## src/rtl/swerv_types.sv

```systemverilog
// -----------------------------------------------------------------------------
// swerv_types
//   Shared types for the execute-unit FPU controller.
//   - fpu_pkt_t       : decoded floating-point op handed over by decode
//   - fpu_ctl_state_t : sequencer states of exu_fpu_ctl
//   - rounding-mode constants and helpers used to resolve the dynamic mode
//     and to reject the reserved encodings
// -----------------------------------------------------------------------------
package swerv_types;

    // Decoded FP operation. valid qualifies the whole packet.
    typedef struct packed {
        logic       valid;
        logic [2:0] rnd_mode;
        logic [3:0] op;
        logic       op_mod;
    } fpu_pkt_t;

    // Sequencer states of the FPU issue/writeback controller.
    typedef enum logic [2:0] {
        FPU_IDLE  = 3'd0,
        FPU_REQ   = 3'd1,
        FPU_WAIT  = 3'd2,
        FPU_DRAIN = 3'd3,
        FPU_WB    = 3'd4
    } fpu_ctl_state_t;

    // Instruction rounding-mode field value meaning "use fcsr.frm".
    localparam logic [2:0] RND_DYN    = 3'b111;
    // Encodings that are reserved once the dynamic mode has been resolved.
    localparam logic [2:0] RND_RSVD_A = 3'b101;
    localparam logic [2:0] RND_RSVD_B = 3'b110;

    // Pick the effective rounding mode for an instruction.
    function automatic logic [2:0] resolve_rnd(input logic [2:0] rnd_mode,
                                               input logic [2:0] frm);
        return (rnd_mode == RND_DYN) ? frm : rnd_mode;
    endfunction

    // A resolved mode that cannot be executed.
    function automatic logic rnd_is_reserved(input logic [2:0] mode);
        return (mode == RND_RSVD_A) || (mode == RND_RSVD_B);
    endfunction

endpackage

```

## src/rtl/exu_fpu_ctl.sv

```systemverilog
// -----------------------------------------------------------------------------
// exu_fpu_ctl
//   FPU issue/writeback sequencer between decode and a multi-cycle FPU core.
//   One operation is outstanding at a time: decode hands over an op, the
//   rounding mode is resolved, the op is issued on a valid/ready request
//   channel, the tagged response is captured and then held on the writeback
//   port until the register file accepts it. Flushes kill anything not yet
//   written back; an already issued request is drained by tag.
//
// Ports
//   clk, rst                 clock, asynchronous active-high reset
//   dec_fpu_p                decoded op (valid, rnd_mode, op, op_mod)
//   dec_fpu_rd               destination register
//   dec_fpu_rs1/2/3_d        source operands
//   csr_frm                  dynamic rounding mode from fcsr
//   flush                    kill any op not yet written back
//   fpu_busy                 decode stall, high whenever not idle
//   fpu_illegal              one-cycle pulse: reserved rounding mode, op dropped
//   fpc_req_*/fpc_op...      request channel to the FPU core
//   fpc_rsp_*                response channel from the FPU core
//   fpu_wb_*                 writeback channel to the register file
// -----------------------------------------------------------------------------
import swerv_types::*;

module exu_fpu_ctl #(
    parameter int TAG_W = 1
) (
    input  logic              clk,
    input  logic              rst,

    input  fpu_pkt_t          dec_fpu_p,
    input  logic [4:0]        dec_fpu_rd,
    input  logic [31:0]       dec_fpu_rs1_d,
    input  logic [31:0]       dec_fpu_rs2_d,
    input  logic [31:0]       dec_fpu_rs3_d,
    input  logic [2:0]        csr_frm,
    input  logic              flush,

    output logic              fpu_busy,
    output logic              fpu_illegal,

    output logic              fpc_req_valid,
    input  logic              fpc_req_ready,
    output logic [3:0]        fpc_op,
    output logic              fpc_op_mod,
    output logic [2:0]        fpc_rnd,
    output logic [95:0]       fpc_operands,
    output logic [TAG_W-1:0]  fpc_tag,

    input  logic              fpc_rsp_valid,
    output logic              fpc_rsp_ready,
    input  logic [TAG_W-1:0]  fpc_rsp_tag,
    input  logic [31:0]       fpc_rsp_result,
    input  logic [4:0]        fpc_rsp_status,

    output logic              fpu_wb_valid,
    input  logic              fpu_wb_ready,
    output logic [4:0]        fpu_wb_rd,
    output logic [31:0]       fpu_wb_data,
    output logic [4:0]        fpu_wb_fflags
);

    fpu_ctl_state_t    state_q;
    fpu_ctl_state_t    state_d;

    // Request payload, held stable from accept until the op retires.
    logic [3:0]        op_q;
    logic              op_mod_q;
    logic [2:0]        rnd_q;
    logic [95:0]       operands_q;
    logic [4:0]        rd_q;

    // tag_q is the tag the next request carries; issued_tag_q is the tag
    // of the request currently in flight inside the core.
    logic [TAG_W-1:0]  tag_q;
    logic [TAG_W-1:0]  issued_tag_q;

    // Writeback holding registers.
    logic [4:0]        wb_rd_q;
    logic [31:0]       wb_data_q;
    logic [4:0]        wb_fflags_q;

    logic              illegal_q;

    logic [2:0]        resolved_rnd;
    logic              dec_take;
    logic              dec_reserved;
    logic              dec_accept;
    logic              req_fire;
    logic              rsp_fire;
    logic              rsp_match;
    logic              wb_capture;

    // Decode handshake: only an idle controller looks at decode, and a
    // flush in the same cycle kills the incoming op before it is taken.
    always_comb begin
        resolved_rnd = resolve_rnd(dec_fpu_p.rnd_mode, csr_frm);
        dec_reserved = rnd_is_reserved(resolved_rnd);
        dec_take     = (state_q == FPU_IDLE) && dec_fpu_p.valid && !flush;
        dec_accept   = dec_take && !dec_reserved;
    end

    // Channel events. The response is only consumed while fpc_rsp_ready
    // is high, so rsp_fire already implies WAIT or DRAIN.
    always_comb begin
        req_fire   = (state_q == FPU_REQ) && fpc_req_ready;
        rsp_fire   = fpc_rsp_valid && fpc_rsp_ready;
        rsp_match  = rsp_fire && (fpc_rsp_tag == issued_tag_q);
        wb_capture = (state_q == FPU_WAIT) && rsp_match && !flush;
    end

    // State register.
    always_ff @(posedge clk or posedge rst) begin
        if (rst) begin
            state_q <= FPU_IDLE;
        end else begin
            state_q <= state_d;
        end
    end

    // Next-state and handshake outputs. A flush together with a request
    // handshake means the core already owns the op, so its response must
    // still be drained. A flush together with the matching response in
    // WAIT retires the op on the spot.
    always_comb begin
        state_d       = state_q;
        fpc_req_valid = 1'b0;
        fpc_rsp_ready = 1'b0;
        fpu_wb_valid  = 1'b0;
        fpu_busy      = (state_q != FPU_IDLE);

        case (state_q)
            FPU_IDLE: begin
                if (dec_accept) begin
                    state_d = FPU_REQ;
                end
            end
            FPU_REQ: begin
                fpc_req_valid = 1'b1;
                if (fpc_req_ready) begin
                    state_d = flush ? FPU_DRAIN : FPU_WAIT;
                end else if (flush) begin
                    state_d = FPU_IDLE;
                end
            end
            FPU_WAIT: begin
                fpc_rsp_ready = 1'b1;
                if (flush) begin
                    state_d = rsp_match ? FPU_IDLE : FPU_DRAIN;
                end else if (rsp_match) begin
                    state_d = FPU_WB;
                end
            end
            FPU_DRAIN: begin
                fpc_rsp_ready = 1'b1;
                if (rsp_match) begin
                    state_d = FPU_IDLE;
                end
            end
            FPU_WB: begin
                fpu_wb_valid = 1'b1;
                if (flush || fpu_wb_ready) begin
                    state_d = FPU_IDLE;
                end
            end
            default: begin
                state_d = FPU_IDLE;
            end
        endcase
    end

    // Request payload capture on accept. Decode contents are ignored while
    // busy, so the payload stays put until the next accept.
    always_ff @(posedge clk or posedge rst) begin
        if (rst) begin
            op_q       <= '0;
            op_mod_q   <= 1'b0;
            rnd_q      <= '0;
            operands_q <= '0;
            rd_q       <= '0;
        end else if (dec_accept) begin
            op_q       <= dec_fpu_p.op;
            op_mod_q   <= dec_fpu_p.op_mod;
            rnd_q      <= resolved_rnd;
            operands_q <= {dec_fpu_rs3_d, dec_fpu_rs2_d, dec_fpu_rs1_d};
            rd_q       <= dec_fpu_rd;
        end
    end

    // Tag bookkeeping: remember what went out, advance for the next issue.
    always_ff @(posedge clk or posedge rst) begin
        if (rst) begin
            tag_q        <= '0;
            issued_tag_q <= '0;
        end else if (req_fire) begin
            issued_tag_q <= tag_q;
            tag_q        <= tag_q + TAG_W'(1);
        end
    end

    // Writeback registers: loaded from the matching response, then held
    // unchanged until the register file takes them.
    always_ff @(posedge clk or posedge rst) begin
        if (rst) begin
            wb_rd_q     <= '0;
            wb_data_q   <= '0;
            wb_fflags_q <= '0;
        end else if (wb_capture) begin
            wb_rd_q     <= rd_q;
            wb_data_q   <= fpc_rsp_result;
            wb_fflags_q <= fpc_rsp_status;
        end
    end

    // Reserved rounding mode: the op is dropped and a single-cycle
    // illegal pulse is raised the cycle after decode offered it.
    always_ff @(posedge clk or posedge rst) begin
        if (rst) begin
            illegal_q <= 1'b0;
        end else begin
            illegal_q <= dec_take && dec_reserved;
        end
    end

    assign fpu_illegal   = illegal_q;
    assign fpc_op        = op_q;
    assign fpc_op_mod    = op_mod_q;
    assign fpc_rnd       = rnd_q;
    assign fpc_operands  = operands_q;
    assign fpc_tag       = tag_q;
    assign fpu_wb_rd     = wb_rd_q;
    assign fpu_wb_data   = wb_data_q;
    assign fpu_wb_fflags = wb_fflags_q;

endmodule

```

## config.mk

```make
export PLATFORM = sky130hd
export DESIGN_NAME = exu_fpu_ctl
export DESIGN_NICKNAME = d
export VERILOG_FILES = /design/src/rtl/swerv_types.sv /design/src/rtl/exu_fpu_ctl.sv
export SDC_FILE = /design/constraint.sdc
export NUM_CORES = 1
export LEC_CHECK = 0
export CAP_MARGIN = 20
export CORE_UTILIZATION = 41
export DETAILED_ROUTE_END_ITERATION = 8
export PLACE_DENSITY = 0.8
export REMOVE_ABC_BUFFERS = 1
export SLEW_MARGIN = 10
export SYNTH_ARGS = -nofsm -noshare
export SYNTH_HDL_FRONTEND = slang
export SYNTH_SLANG_ARGS = --single-unit
```

## constraint.sdc

```tcl
create_clock -name clk -period 6.5 [get_ports clk]
set_clock_uncertainty 0.15 [all_clocks]
set_input_delay 0.65 -clock clk [delete_from_list [all_inputs] [get_ports clk]]
set_output_delay 0.65 -clock clk [all_outputs]
set_load 0.02 [all_outputs]
```

==> results_dict.tcl <==
set metrics [dict create \
    hold_buffers 0 \
    area_growth_pct 58.7 \
    clockBufferDepth 2 \
    syn_area_um2 6500 \
    numCtsBuffers 17 \
    ys.flop_type "dfrtp_1" \
    synth-adder-area-share_pct 0 \
    yosys.area_share.simple_pct 2.62 \
    synthDistinctLibCells 31 \
    cp-end-kind "register" \
    synth_enable_flop_cells 0 \
    synthMuxAreaShare_pct 32.4 \
    post_cts.repair.setup_buffers 0 \
    r2r_cells 5 \
    totalWireLength_um 16300 \
    path_buf_inv 2 \
    whs_path_depth 2 \
    period_share_pct 41.6 \
    netlist_instances 370 \
    root_buffer "clkbuf_16" \
    yosysWarningCount 0 \
    hold_start "fpc_rnd[1]" \
    htree_levels 4 \
    die_area_um2 16400 \
    synth_area_leaders "dfrtp_1, mux2_4, mux2_2, buf_6, nand2_1" \
    hold_end "fpc_rnd[1]" \
    clock_latency_ns 0.42 \
    drv_slew 0 \
    wl_per_cell_um 18.0 \
    avgSynthCellArea_um2 17.6 \
    worst_pin_slew_ns 1.01 \
    synth_most_common_cell "dfrtp_1" \
    multi_input_area_um2 2400 \
    dp_cells 874 \
    drt-initial-drc-count 168 \
    yosysTopAreaCell "dfrtp_1" \
    slowest_stage "buf_4" \
    worst_slack_ns 3.80 \
    cts_tree "done" \
    drv_cap 0 \
    vias 4232 \
    use_met2_pct 33.9 \
    grt_pass1_vias 4530 \
    clk_pin_slew_ns 0.06 \
    dr.pass1.iters 4 \
    powerDensity_nw_per_um2 516 \
    rows 45 \
    reg2reg_from "state_q[2]" \
    required_ns 6.65 \
    crit_chain "clkdlybuf4s50_1 -> xor2_1 -> a21oi_1 -> o21ai_4 -> buf_4 -> mux2_2" \
    fin_cells 905 \
    synth_top_family_by_area "multiplexers" \
    met3_usage_pct 6.39 \
    status "finished, final reports clean" \
    num_io_pins 309 \
    viasPerCell 4.68 \
    antenna_cells 0 \
    postLayoutCellArea_um2 10300 \
    path_max_fanout 68 \
    cts_resized 0 \
    setup_violations 0 \
    async_reset_ff_share_pct 100 \
    drive_gt1_share_pct 27.1 \
    timing.critical_path.from "csr_frm[0]" \
    core_um2 15300 \
    layout.area.seq_um2 3930 \
    cts.sinks 157 \
    min_path_type "register to register" \
    timing.rr.end "fpc_operands[86]" \
    gp_congestion 0.770 \
    hold_viol_final 0 \
    die_height_um 128 \
    grt_pass1_wl_um 24700 \
    grt.busiest_layer "met2" \
    min_period_ns 2.70 \
    vdd_drop_max_v 0.000223 \
    grt_overflow 0 \
    synth-compound-area-share_pct 1.31 \
    hpwl_um 11700 \
    initial_core_util_pct 42.5 \
    final_nets 839 \
    crit_type "primary input to register" \
    arrival_ns 2.85 \
    ant_nets 0 \
    grt_util_all_layers_pct 20.0 \
    crit_family "buffers and inverters" \
    port_buffers 308 \
    worst_slew_margin_rel_pct 32.5 \
    synthXorXnorAreaFrac_pct 0.404 \
    yosysTopAreaCellShare_pct 60.4 \
    place_area_um2 9710 \
    yosysSeqAreaShare_pct 60.4 \
    regToRegSetupSlack_ns 3.99 \
    ys_seq_elements 157 \
    rsz0062_at_grt "no" \
    place_ws_ns 3.36 \
    route.detailed.drc 0 \
    max_stage_delay_ns 0.78 \
    max_clock_freq_ghz 0.370 \
    grt_max_degree 99 \
    power_mw 5.32 \
    synthTopCellsByCount "dfrtp_1, mux2_4, mux2_2, buf_6, nand2_1" \
    power_leakage_nw 4.78 \
    setup_tns_ns 0 \
    die_x_um 128 \
    grtUsageMet1_pct 23.2 \
    startpoint_type "primary input" \
    antenna_found_initial 0 \
    final.fill_count 1075 \
]
-- kinds of logic (layout without fill, tap and decap cells) --
group                  count (synthesis)  count (layout)
flip-flops                           157             157
XOR/XNOR                               3               3
buffers and inverters                 20             344
AO/OA/AOI/OAI                         13              13
AND/OR/NAND/NOR                       27              27
multiplexers                         150             150
-- through the flow --
stage	hold slack [ns]	utilization, %
finish	0.336	67.4
global route	0.363	67.4
CTS	0.342	67.4
detailed placement	0.324	63.4
global placement	0.321	63.4
floorplan	0.315	-
-- routing by layer --
metal / wire [µm] / vias up
li1: - / 1921
met1: 6360 / 2110
met2: 8360 / 179
met3: 1210 / 22
met4: 340 / 0
met5: 0 / -
-- report_power, final --
| group | switching, mW | leakage, nW | total, mW | internal (mW) |
|---|---|---|---|---|
| clock | 0.387 | 0.293 | 1.02 | 0.634 |
| sequential | 0.290 | 1.93 | 1.75 | 1.46 |
| combinational | 1.08 | 2.56 | 2.55 | 1.47 |
| total | 1.76 | 4.78 | 5.32 | 3.57 |
-- cells in the final DEF (no fill, tap or decap), drive strengths merged, types with 2 or more instances in the layout --
cell type        n
nand2            8
buf              3
clkdlybuf4s50  308
nor3b            2
clkbuf          22
o21ai            5
and3             2
and2             2
xor2             2
nor3             2
inv              4
nor2             5
clkinv           2
nand3b           2
clkinvlp         2
dfrtp          157
bufinv           3
a21oi            3
mux2           150
-- worst reg2reg max path: stages (launching register included) --
cell and delay, ns:
dfrtp_1 0.54, nor2_1 0.13, and3_1 0.25, o21ai_4 0.07, buf_4 0.78, mux2_2 0.47
-- layout make-up --
| class | count | share of cell area [%] |
|---|---|---|
| clock buffers | 22 | 4.60 |
| clock inverters | 9 | 1.29 |
| inverters | 2 | 0.121 |
| flip-flops and latches | 157 | 38.1 |
| multi-input cells | 193 | 23.3 |
| well taps | 211 | 2.56 |
| repair buffers | 311 | 30.1 |
-- flip-flops by register name, indices dropped and copies added, names as in the netlist --
register,flops
fpu_wb_rd,5
fpc_tag,1
rd_q,5
fpu_illegal,1
fpu_wb_fflags,5
issued_tag_q,1
fpc_op_mod,1
fpu_wb_data,32
state_q,3
fpc_op,4
fpc_rnd,3
fpc_operands,96
-- how the worst max path moves through the flow --
| stage | to | slack (ns) | cells past startpoint |
|---|---|---|---|
| detailed placement | fpc_operands[91] | 3.36 | 6 |
| floorplan | fpc_op[0] | 0.82 | 4 |
| global placement | fpc_operands[86] | 3.41 | 6 |
| finish | fpc_operands[86] | 3.80 | 6 |
| CTS | fpc_operands[86] | 3.80 | 6 |
| global route | fpc_operands[86] | 3.68 | 6 |
(Power assumes the default switching activity.)
